$ cat src/rtl/gemm_stream_pkg.sv
// Command encoding shared between the stream controller and the GEMM array.
// Latency: n/a (types only).
// Backpressure: n/a.
package gemm_stream_pkg;

    typedef enum logic [1:0] {
        CMD_NONE          = 2'd0,
        CMD_WRITE_WEIGHTS = 2'd1,
        CMD_STREAM        = 2'd2
    } command_t;

endpackage

$ cat src/rtl/gemm_stream_ctrl.sv
// Sequences one GEMM job: weight write, N activation rows streamed, 2*SA_SIZE-1 zero flush rows.
// Latency: first result valid 2*SA_SIZE stream cycles after the first accepted row; one row/cycle steady state.
// Backpressure: out_valid && !out_ready freezes the array (CMD_NONE) and drops in_ready until the row is taken.
module gemm_stream_ctrl
    import gemm_stream_pkg::*;
#(
    parameter int SA_SIZE         = 4,
    parameter int ACTIVATION_SIZE = 8,
    parameter int WEIGHT_SIZE     = 8,
    parameter int ROW_CNT_W       = 16
) (
    input  logic                                                  clk,
    input  logic                                                  resetn,
    input  logic                                                  start,
    input  logic [ROW_CNT_W-1:0]                                  num_rows,
    input  logic [SA_SIZE*SA_SIZE*WEIGHT_SIZE-1:0]                w_data,
    input  logic                                                  in_valid,
    output logic                                                  in_ready,
    input  logic [SA_SIZE*ACTIVATION_SIZE-1:0]                    in_data,
    output logic                                                  out_valid,
    input  logic                                                  out_ready,
    output logic [SA_SIZE*ACTIVATION_SIZE-1:0]                    out_data,
    output logic                                                  out_last,
    output logic                                                  busy,
    output logic                                                  done,
    output command_t                                              gemm_cmd,
    output logic [SA_SIZE-1:0][SA_SIZE-1:0][WEIGHT_SIZE-1:0]      gemm_weights,
    output logic [SA_SIZE-1:0][ACTIVATION_SIZE-1:0]               gemm_act_in,
    input  logic [SA_SIZE-1:0][ACTIVATION_SIZE-1:0]               gemm_act_out
);

    // Stream index of the first cycle whose edge produces a result row.
    localparam int F  = 2*SA_SIZE-1;
    // Stream counter is one bit wider so N+F never wraps for N up to 2^ROW_CNT_W-1.
    localparam int SW = ROW_CNT_W+1;
    localparam logic [SW-1:0] F_S = SW'(F);

    typedef enum logic [2:0] {
        IDLE   = 3'd0,
        LOAD_W = 3'd1,
        STREAM = 3'd2,
        FLUSH  = 3'd3,
        DRAIN  = 3'd4
    } state_t;

    state_t                 state;
    state_t                 state_nxt;
    logic [ROW_CNT_W-1:0]   n_rows;
    logic [ROW_CNT_W-1:0]   in_cnt;
    logic [ROW_CNT_W-1:0]   out_cnt;
    logic [SW-1:0]          s_cnt;
    logic                   stall;
    logic                   in_fire;
    logic                   stream_fire;
    logic                   out_fire;
    logic                   job_start;

    assign stall     = out_valid && !out_ready;
    assign out_fire  = out_valid && out_ready;
    assign out_data  = gemm_act_out;
    assign out_last  = out_valid && (out_cnt == n_rows - 1'b1);
    assign busy      = (state != IDLE);
    assign job_start = (state == IDLE) && start && (num_rows != '0);

    // Next-state and GEMM command decode; the array only advances on CMD_STREAM.
    always_comb begin
        state_nxt   = state;
        gemm_cmd    = CMD_NONE;
        gemm_act_in = '0;
        in_ready    = 1'b0;
        in_fire     = 1'b0;
        stream_fire = 1'b0;
        case (state)
            IDLE: begin
                if (job_start) begin
                    state_nxt = LOAD_W;
                end
            end
            LOAD_W: begin
                gemm_cmd  = CMD_WRITE_WEIGHTS;
                state_nxt = STREAM;
            end
            STREAM: begin
                in_ready = !stall;
                if (in_valid && !stall) begin
                    in_fire     = 1'b1;
                    stream_fire = 1'b1;
                    gemm_cmd    = CMD_STREAM;
                    gemm_act_in = in_data;
                    if (in_cnt == n_rows - 1'b1) begin
                        state_nxt = FLUSH;
                    end
                end
            end
            FLUSH: begin
                if (!stall) begin
                    stream_fire = 1'b1;
                    gemm_cmd    = CMD_STREAM;
                    if (s_cnt == {1'b0, n_rows} + F_S - SW'(1)) begin
                        state_nxt = DRAIN;
                    end
                end
            end
            DRAIN: begin
                if (done) begin
                    state_nxt = IDLE;
                end
            end
            default: begin
                state_nxt = IDLE;
            end
        endcase
    end

    // State register.
    always_ff @(posedge clk or negedge resetn) begin
        if (!resetn) begin
            state <= IDLE;
        end else begin
            state <= state_nxt;
        end
    end

    // Job parameters captured at start: row count and the weight matrix held on the GEMM port.
    always_ff @(posedge clk or negedge resetn) begin
        if (!resetn) begin
            n_rows       <= '0;
            gemm_weights <= '0;
        end else if (job_start) begin
            n_rows       <= num_rows;
            gemm_weights <= w_data;
        end
    end

    // Input-row, stream-cycle and output-row counters, cleared for each new job.
    always_ff @(posedge clk or negedge resetn) begin
        if (!resetn) begin
            in_cnt  <= '0;
            out_cnt <= '0;
            s_cnt   <= '0;
        end else if (job_start) begin
            in_cnt  <= '0;
            out_cnt <= '0;
            s_cnt   <= '0;
        end else begin
            if (in_fire) begin
                in_cnt <= in_cnt + 1'b1;
            end
            if (stream_fire) begin
                s_cnt <= s_cnt + 1'b1;
            end
            if (out_fire) begin
                out_cnt <= out_cnt + 1'b1;
            end
        end
    end

    // Result valid: a qualifying stream cycle presents a new row, which wins over a same-cycle handshake.
    always_ff @(posedge clk or negedge resetn) begin
        if (!resetn) begin
            out_valid <= 1'b0;
        end else if (stream_fire && (s_cnt >= F_S)) begin
            out_valid <= 1'b1;
        end else if (out_fire) begin
            out_valid <= 1'b0;
        end
    end

    // Completion pulse one cycle after the final result is taken; DRAIN holds busy through it.
    always_ff @(posedge clk or negedge resetn) begin
        if (!resetn) begin
            done <= 1'b0;
        end else begin
            done <= (state == DRAIN) && out_fire;
        end
    end

endmodule

$ cat config.mk
export PLATFORM = sky130hd
export DESIGN_NAME = gemm_stream_ctrl
export DESIGN_NICKNAME = d
export VERILOG_FILES = /design/src/rtl/gemm_stream_pkg.sv /design/src/rtl/gemm_stream_ctrl.sv
export SDC_FILE = /design/constraint.sdc
export NUM_CORES = 1
export LEC_CHECK = 0
export CORE_AREA = 2 2 158 160
export DETAILED_ROUTE_END_ITERATION = 7
export DIE_AREA = 0 0 160 162
export PLACE_DENSITY = 0.77
export SLEW_MARGIN = 25
export SYNTH_ARGS = -nofsm -noshare
export SYNTH_HDL_FRONTEND = slang
export SYNTH_SLANG_ARGS = --single-unit
$ cat constraint.sdc
create_clock -name clk -period 3.5 [get_ports clk]
set_clock_uncertainty 0.15 [all_clocks]
set_input_delay 0.7 -clock clk [delete_from_list [all_inputs] [get_ports clk]]
set_output_delay 0.7 -clock clk [all_outputs]
set_load 0.05 [all_outputs]
### Word-level counts from Yosys, hierarchy flattened

Cells that the tools add are included.

* word-level logic and storage cells: 86
* bits of input ports: 213
* register bits after elaboration: 198

* order comparisons: 1
* equal/unequal tests: 13
* multiplexer cells: 25
* $add $sub $neg: 6
* reduce and logical (&&, ||, !) cells: 18

Operators by type and width (count)
* 2-to-1 mux 16 bit: 4
* 2-to-1 mux 32 bit: 2
* 2-to-1 mux 17 bit: 2
* adder 16 x 1 -> 16 bit, second input constant: 2
* equality test 16 bit: 2
* 2-to-1 mux 3 bit: 6
* adder 16 x 3 -> 17 bit, second input constant: 1
* adder 17 x 1 -> 17 bit, second input constant: 1
* equality test 17 bit: 1
* greater-or-equal comparator 17 x 3 -> 1 bit, second input constant: 1
* subtractor 17 x 1 -> 17 bit, second input constant: 1
* nonzero test 16 bit: 1
* subtractor 16 x 1 -> 16 bit, second input constant: 1
* one-hot mux 3 bit (5 select lines): 1
* != test 2 bit, second input constant: 6
* logical AND 1 bit: 8
* nonzero test 2 bit: 4
* equality test 3 x 2 -> 1 bit, second input constant: 2
* 2-to-1 mux 1 bit: 6
* one-hot mux 2 bit (3 select lines): 1
* AND reduction 6 bit: 1
* 2-to-1 mux 2 bit: 2
* equality test 3 x 1 -> 1 bit, second input constant: 1
* equality test 3 bit, second input constant: 1
* other kinds (4): 5

### Longest topological paths before layout

Gate-level depths: netlist of the first run.

* depth in word-level cells: 8
* depth in mapped cells: 11
* gate-level depth less buffers: 10

### Least setup slack after synthesis of the first run

No wires, ideal clock.

* kind: flip-flop to output port
* start point: register n_rows[0]
* end point: output out_last
* cell stages (with the launch flop): 12
* slack: -962 ps
* arrival time: 3612 ps
* path through: dfrtp_1 > buf_2 > inv_1 > ha_1 > or3b_2 > nor3_1 > xnor2_1 > xnor2_1 > nor4_1 > nand4_1 > nor3_1 > nor4bb_1

* longest elaborated chain between the ends: 3

Ends and longest elaborated chain
* from (decl): RTL line gemm_stream_ctrl.sv:48 `logic [ROW_CNT_W-1:0] n_rows;`
* from (signal assigned): RTL line gemm_stream_ctrl.sv:130 `n_rows <= num_rows;`
* subtractor 16 x 1 -> 16 bit: RTL line gemm_stream_ctrl.sv:61 `assign out_last = out_valid && (out_cnt == n_rows - 1'b1);`
* equality test 16 bit: RTL line gemm_stream_ctrl.sv:61
* logical AND 1 bit: RTL line gemm_stream_ctrl.sv:61
* to (decl): RTL line gemm_stream_ctrl.sv:23 `output logic out_last,`

No other way between the ends.

### Worst setup path after layout of the first run

* start point: register n_rows[8]
* end point: output out_last

Same word-level chain as after synthesis.

==> results.md, run 1 <==
* Status: finished, violations left
* Violated checks: negative setup slack
* Biggest cell delay along the critical path at 560 ps
* Largest net degree at the start of global routing at 84
* Fmax at 0.262 GHz
* Gate count of the mapped netlist at 1154
* Hold Crit Class: in2async
* CTS tree: done
* Critical path class: reg2out
* Asr flop ratio synth at 1.00
* Sw Share at 0.355
* Leak pwr at 6.77 nW
* Post-synth top flop: dfrtp_1
* Clk pwr share at 0.309
* Clk buf depth at 2
* # port buffers at 347
* Worst slew margin at 0.412
* Comb pwr share at 0.286
* Vias at 9031
* Hold Worst Slack at 139 ps
* Clock Tree Root: clkbuf_16
* Antenna violations before repair at 4
* DP Area at 14100 um^2
* Crit path cell chain: or4_4, or3_4, or3_4, xnor2_2, nand4_1, nor3_2, nor4bb_4, buf_12
* First-pass GRT wire length at 48.5 mm
* Number of global-route vias before repair at 8899
* Final Hold Fails at 0
* Grt peak-use layer: met2
* Least-Margin Pin Slew at 881 ps
* DR vias/cell at 4.99
* Crit-path most repeated cell: or3_4
* Mapped Nets at 1372
* WP data arrival at 2970 ps
* Core Region at approximately 24000 um^2
* Die area at ~26000 um^2
* Number of flops mapped to enable cells by yosys at 0
* Worst Reg-to-Reg Cells at 9
* Total grt overflow at 0
* Critical Path End Type: output pin
* Final worst-path cycle share at 1.09
* GR Layer Usage met3 at 0.0861
* Max capacitance violation total at 0
* Synthesized area at 9910 um^2
* Final HPWL DP at 23.1 mm
* Die Wd at 160 um
* Fin area at approximately 15000 um^2
* Clk Latency, worst-skew pair at 440 ps
* # IOs at between 400 and 500
* Layout cells sized above 1 at 0.0932
* Warnings, synthesis at 0
* Register area share after synthesis at 0.500
* Cell variety after synth at 65
* Crit path required time at about 2700 ps
* CTS buffer count at 17
* H-tree levels at 4
* Die Y at 162 um
* Drt drc at 0
* Slowest CP cell: or4_4
* Syn avg cell area at 8.58 um^2
* DR pass1 iterations at 5
* Seq cells post-synth at 198
* Min Tclk post-route at 3820 ps
* Flop pwr share at 0.405
* P_int at 4.38 mW
* Final worst slack at -320 ps
* Nets at 1686
* Starting Density at 0.411
* Final Max Tran Viols at 0
* Met1 Track Usage GR at 0.278
* Post-route ant nets at 0
* NetSw at 2.41 mW
* RSZ-0062 raised after global routing: yes
* Met2 Resource Use GR at 0.405
* Final WL at 30.8 mm
* Clk slew on worst S/H paths at 90 ps
* Drt wl/cell at roughly 17 um
* Hold_buf cts at 0
* Worst setup SP type: flop
* Number of fill cells at 2041
* Peak supply drop at 0.285 mV
* Placer congestion estimate at 0.940
* Area Growth Syn to Fin at 49.4%
* Initial DRC count at between 600 and 700
* Cell Pwr Density at 459 nW/um^2
* Final setup viols at 1
* CP Max Fanout at 3
* Cell Rows at 57
* Clock sinks at approximately 200
* Total GRT Usage at 0.237
==> layout by cell type, fill, tap and decap left out, drive strengths merged, types with 2 or more instances in the layout <==
cell             n
nand3b           2
a211oi           2
clkbuf          18
or4              8
diode            4
nor3b            5
or4b             2
nand2          453
ha               5
a21boi           2
nor4            13
a21oi           16
xnor2           48
a2111oi          2
clkdlybuf4s50  311
nand4           15
and3            13
o311ai           2
or3b             2
and4             3
o22ai            3
or3              9
a31oi            3
nand4b           2
and2            33
mux2i            5
nor2            64
buf             76
dfrtp          198
o21ai           21
nor2b            9
nand3           29
nand2b           5
inv             20
xor2            46
clkinv           3
nor3            12
nor4b            3
==> metrics by stage <==
stage / util / cells / power (mW) / setup WS, ps / setup TNS [ps]
after global placement: 0.584 / 1770 / 4.68 / 139 / 0
after detailed placement: 0.584 / 1770 / 4.72 / 60.1 / 0
after CTS: 0.612 / 1803 / 6.84 / -366 / -366
final: 0.614 / 1809 / 6.79 / -320 / -320
after global routing: 0.614 / 1808 / 7.08 / -452 / -452
after floorplan: - / 1154 / 3.90 / -14.0 / -14.0
==> timing repair <==
| action | CTS | global route |
|---|---|---|
| setup buffers | 1 | 2 |
| pin swaps | 3 | 1 |
| gates resized for setup | 8 | 5 |
| cloned | 0 | 0 |
| setup endpoints to repair | 1 | 1 |
==> state kept, by name (all words and copies together) (netlist names) <==
| register | flops |
|---|---|
| gemm_weights | 128 |
| s_cnt | 17 |
| in_cnt | 16 |
| n_rows | 16 |
| out_cnt | 16 |
| state | 3 |
| done | 1 |
| out_valid | 1 |
==> metal layers <==
layer,share of wire,vias to the layer above,routed length (um)
met4,0.021,0,633
li1,-,4303,-
met1,0.39,4333,12100
met2,0.50,352,15300
met5,0,-,0
met3,0.090,43,2790
==> Yosys cell counts, types with 3 or more instances <==
library cell / n / area [um^2]
buf_2: 16 / 80.1
nor2_1: 64 / 240
buf_1: 3 / 11.3
nand3_1: 29 / 145
dfrtp_1: 198 / 4950
nor3_1: 11 / 55.1
or4_1: 7 / 52.6
clkbuf_1: 40 / 150
nand2_1: 453 / 1700
inv_1: 9 / 33.8
and2_1: 33 / 206
or3_1: 7 / 43.8
nor4_1: 11 / 68.8
xnor2_1: 47 / 412
nand2b_1: 5 / 31.3
buf_4: 33 / 248
nor3b_1: 4 / 30.0
mux2i_1: 5 / 50.1
nor2b_1: 9 / 56.3
o21ai_0: 20 / 100
a21oi_1: 16 / 80.1
xor2_1: 46 / 403
and4_1: 3 / 26.3
ha_1: 5 / 62.6
o22ai_1: 3 / 18.8
and3_1: 13 / 81.3
nand4_1: 15 / 93.8
==> path summary, 6_finish.rpt <==
check,start,endpoint,slack (ps)
setup / recovery,n_rows[8]$_DFFE_PN0P_,out_last,-320
hold / removal,resetn,s_cnt[1]$_DFFE_PN0P_,140
setup reg to reg,n_rows[5]$_DFFE_PN0P_,state[0]$_DFFE_PN0P_,310
hold reg to reg,gemm_weights[27]$_DFFE_PN0P_,gemm_weights[27]$_DFFE_PN0P_,330
max in group asynchronous,resetn,gemm_weights[69]$_DFFE_PN0P_,2340
min in group clk,gemm_weights[27]$_DFFE_PN0P_,gemm_weights[27]$_DFFE_PN0P_,330
==> critical path: cells and delay by family (launching register included) <==
kind | cells | cell delay [ps]
AND/OR/NAND/NOR | 6 | 1840
flip-flops | 1 | 380
buffers and inverters | 1 | 180
XOR/XNOR | 1 | 120
==> area by class of cell <==
cell class	count	area [um^2]	area share
multi-input combinational	854	4520	0.305
timing repair buffer	388	4250	0.287
clock buffer	17	425	0.0287
clock inverter	15	205	0.0139
tap	324	405	0.0274
antenna	4	10.0	0.000676
inverter	9	33.8	0.00228
sequential	198	4950	0.335
==> kinds of logic after synthesis <==
logic type	count (synthesis)	synth area share
muxes	6	0.00619
DFF	198	0.500
and+or+nand+nor	685	0.307
xor gates and xnor gates	94	0.0839
buffers and inverters	102	0.0539
adders and majority gates	5	0.00632
AOI/OAI and AO/OA	64	0.0421
==> power by group through the flow <==
| stage | logic (mW) | clock network (mW) | registers, mW |
|---|---|---|---|
| global route | 2.07 | 2.23 | 2.78 |
| finish | 1.94 | 2.09 | 2.75 |
| global placement | 1.90 | 0 | 2.78 |
| detailed placement | 1.94 | 0 | 2.78 |
| floorplan | 0.927 | 0 | 2.98 |
| CTS | 1.95 | 2.15 | 2.75 |
Note: power is estimated with default switching activity, not from simulation.
==> run 2: changes to the inputs <==
- CAP_MARGIN: not set -> 20
- HOLD_SLACK_MARGIN: not set -> 0.08
- PLACE_DENSITY: 0.77 -> 0.75
==> run 2 against run 1 <==
  * The flow still finishes with violations (negative setup slack)
  * Core utilization is 0.088 points lower
  * Maximum frequency is 0.45% lower
  * First-iteration DRC count is 5.4% higher
==> results.md, run 2 (synthesis results as in run 1) <==
* Sw Share at 0.354 (was 0.355)
* Hold_buf cts at 0 (unchanged)
* Starting Density at 0.411 (unchanged)
* Core Region at 24100 um^2 (unchanged)
* Drt drc at 0 (unchanged)
* Cell Pwr Density at 458 nW/um^2 (was 459 nW/um^2)
* Min Tclk post-route at 3840 ps (was 3820 ps)
* Die area at 25900 um^2 (unchanged)
* Most frequent cells in the layout: 453 x nand2_1, 311 x clkdlybuf4s50_1, 198 x dfrtp_1 (unchanged)
* Crit path required time at 2650 ps (about the same)
* Drt wl/cell at 16.9 um (was 17.0 um)
* Largest net degree at the start of global routing at 63 (was 84)
* WP data arrival at 2990 ps (was 2970 ps)
* Layout cells sized above 1 at 0.0923 (was 0.0932)
* FF-to-FF End: state[0]$_DFFE_PN0P_ (unchanged)
* Final Max Tran Viols at 0 (unchanged)
* Hold Crit Class: in2async (unchanged)
* Final HPWL DP at 23.1 mm (about the same)
* Clk pwr share at 0.307 (was 0.309)
* Nets at 1689 (was 1686)
* Clock sinks at 198 (unchanged)
* Clk Latency, worst-skew pair at 430 ps (was 440 ps)
* Status: finished, violations left (unchanged)
* CP Max Fanout at 3 (unchanged)
* Die Wd at 160 um (unchanged)
* DR pass1 iterations at 8 (was 5)
* Fin area at 14800 um^2 (about the same)
* H-tree levels at 4 (unchanged)
* # IOs at 412 (unchanged)
* FF-to-FF Start: n_rows[2]$_DFFE_PN0P_ (was n_rows[5]$_DFFE_PN0P_)
* Reg area at 4950 um^2 (unchanged)
* Clock Tree Root: clkbuf_16 (unchanged)
* Cell Rows at 57 (unchanged)
* Final worst-path cycle share at 1.10 (was 1.09)
* Final worst slack at -338 ps (was -320 ps)
* Area of the multi-input gates at 4510 um^2 (was 4520 um^2)
* Final setup viols at 1 (unchanged)
* Final Hold Fails at 0 (unchanged)
* Antenna violations before repair at 1 (was 4)
* RSZ-0062 raised after global routing: yes (unchanged)
* Total GRT Usage at 0.238 (was 0.237)
* Number of global-route vias before repair at 8966 (was 8899)
* Number of fill cells at 2042 (was 2041)
* Critical path class: reg2out (unchanged)
* Total grt overflow at 0 (unchanged)
* Area Growth Syn to Fin at 49.2% (was 49.4%)
* Initial DRC count at 722 (was 685)
* P_int at 4.37 mW (was 4.38 mW)
* R2R setup slack at 320 ps (was 310 ps)
* Final Core Density at 0.613 (was 0.614)
* Flop pwr share at 0.407 (was 0.405)
* NetSw at 2.40 mW (was 2.41 mW)
* First-pass GRT wire length at 49.1 mm (was 48.5 mm)
* Setup Slack @ Placement at 42.5 ps (was 60.1 ps)
* Commonest non-fill, non-tap cell in the layout: nand2_1 (unchanged)
* Die Y at 162 um (unchanged)
* DR vias/cell at 5.03 (was 4.99)
* Final WL at 30.5 mm (was 30.8 mm)
* # port buffers at 347 (unchanged)
* Placer congestion estimate at 0.940 (about the same)
* Fmax at 0.261 GHz (was 0.262 GHz)
* Postcts setup bufs at 0 (was 1)
* Top reg by flops: gemm_weights (unchanged)
* Largest register FFs at 128 (unchanged)
* Max capacitance violation total at 0 (unchanged)
* Vias at 9092 (was 9031)
* CTS buffer count at 17 (unchanged)
* Hold Worst Slack at 90.3 ps (was 139 ps)
* Critical Path End Type: output pin (unchanged)
* Top flop regs: gemm_weights: 128 flops, s_cnt: 17 flops (unchanged)
* CTS tree: done (unchanged)
* Post-route ant nets at 0 (unchanged)
* Peak supply drop at 0.318 mV (was 0.285 mV)
* Violated checks: negative setup slack (unchanged)
* Clk buf depth at 2 (unchanged)
* Least-Margin Pin Slew at 831 ps (was 881 ps)
* DP Area at 14100 um^2 (about the same)
* Worst slew margin at 0.438 (was 0.412)
* Worst setup SP type: flop (unchanged)
* Leak pwr at 6.78 nW (was 6.77 nW)
* Comb pwr share at 0.287 (was 0.286)
* Clk slew on worst S/H paths at 90 ps (about the same)
* Worst Reg-to-Reg Cells at 10 (was 9)
[run 2: power groups by stage]
| stage | Clock [mW] | Sequential, mW | Combinational, mW |
|---|---|---|---|
| 6_report | 2.08 | 2.75 | 1.94 |
| 5_1_grt | 2.21 | 2.78 | 2.08 |
| 4_1_cts | 2.12 | 2.75 | 1.94 |
| 3_5_place_dp | 0 | 2.79 | 1.93 |
| 3_3_place_gp | 0 | 2.78 | 1.90 |
| 2_1_floorplan | 0 | 2.98 | 0.927 |
[run 2: critical path, cell delays in order (launching register included)]
cell and delay [ps]:
dfrtp_1 380, or4_4 560, or3_4 350, or3_4 370, xnor2_2 120, nand4_1 130, nor3_1 160, nor4bb_4 310
buf_12 180
[run 2: what timing repair did]
item	4_1_cts	5_1_grt
hold endpoints to repair	0	0
setup endpoints to repair	1	1
resized for setup	6	3
[run 2: area by class of cell]
cell class              count  share of cell area
repair buffers            391               0.287
clock inverters            15              0.0139
inverters                   9             0.00229
well taps                 324              0.0274
clock buffers              17              0.0288
diodes                      1            0.000169
flip-flops and latches    198               0.335
multi-input cells         854               0.305
[run 2: per-layer routing]
layer | GRT usage | wire, um
met5 | 0 | 0
met4 | 0.0586 | 588
met3 | 0.0830 | 3050
met2 | 0.404 | 14800
met1 | 0.293 | 12100
[run 2: worst max-delay path by stage]
stage                           startpoint       end  depth (start not counted)
finish               n_rows[8]$_DFFE_PN0P_  out_last                          8
global route         n_rows[1]$_DFFE_PN0P_  out_last                         10
CTS                  n_rows[8]$_DFFE_PN0P_  out_last                          8
detailed placement   n_rows[1]$_DFFE_PN0P_  out_last                         11
global placement     n_rows[1]$_DFFE_PN0P_  out_last                         11
floorplan           n_rows[10]$_DFFE_PN0P_  out_last                          8
[run 2: through the flow]
stage               instances  power (mW)  setup TNS (ps)
floorplan                1154        3.90           -14.0
global placement         1776        4.68               0
detailed placement       1776        4.72               0
CTS                      1808        6.80            -351
global route             1808        7.08            -495
finish                   1809        6.77            -338
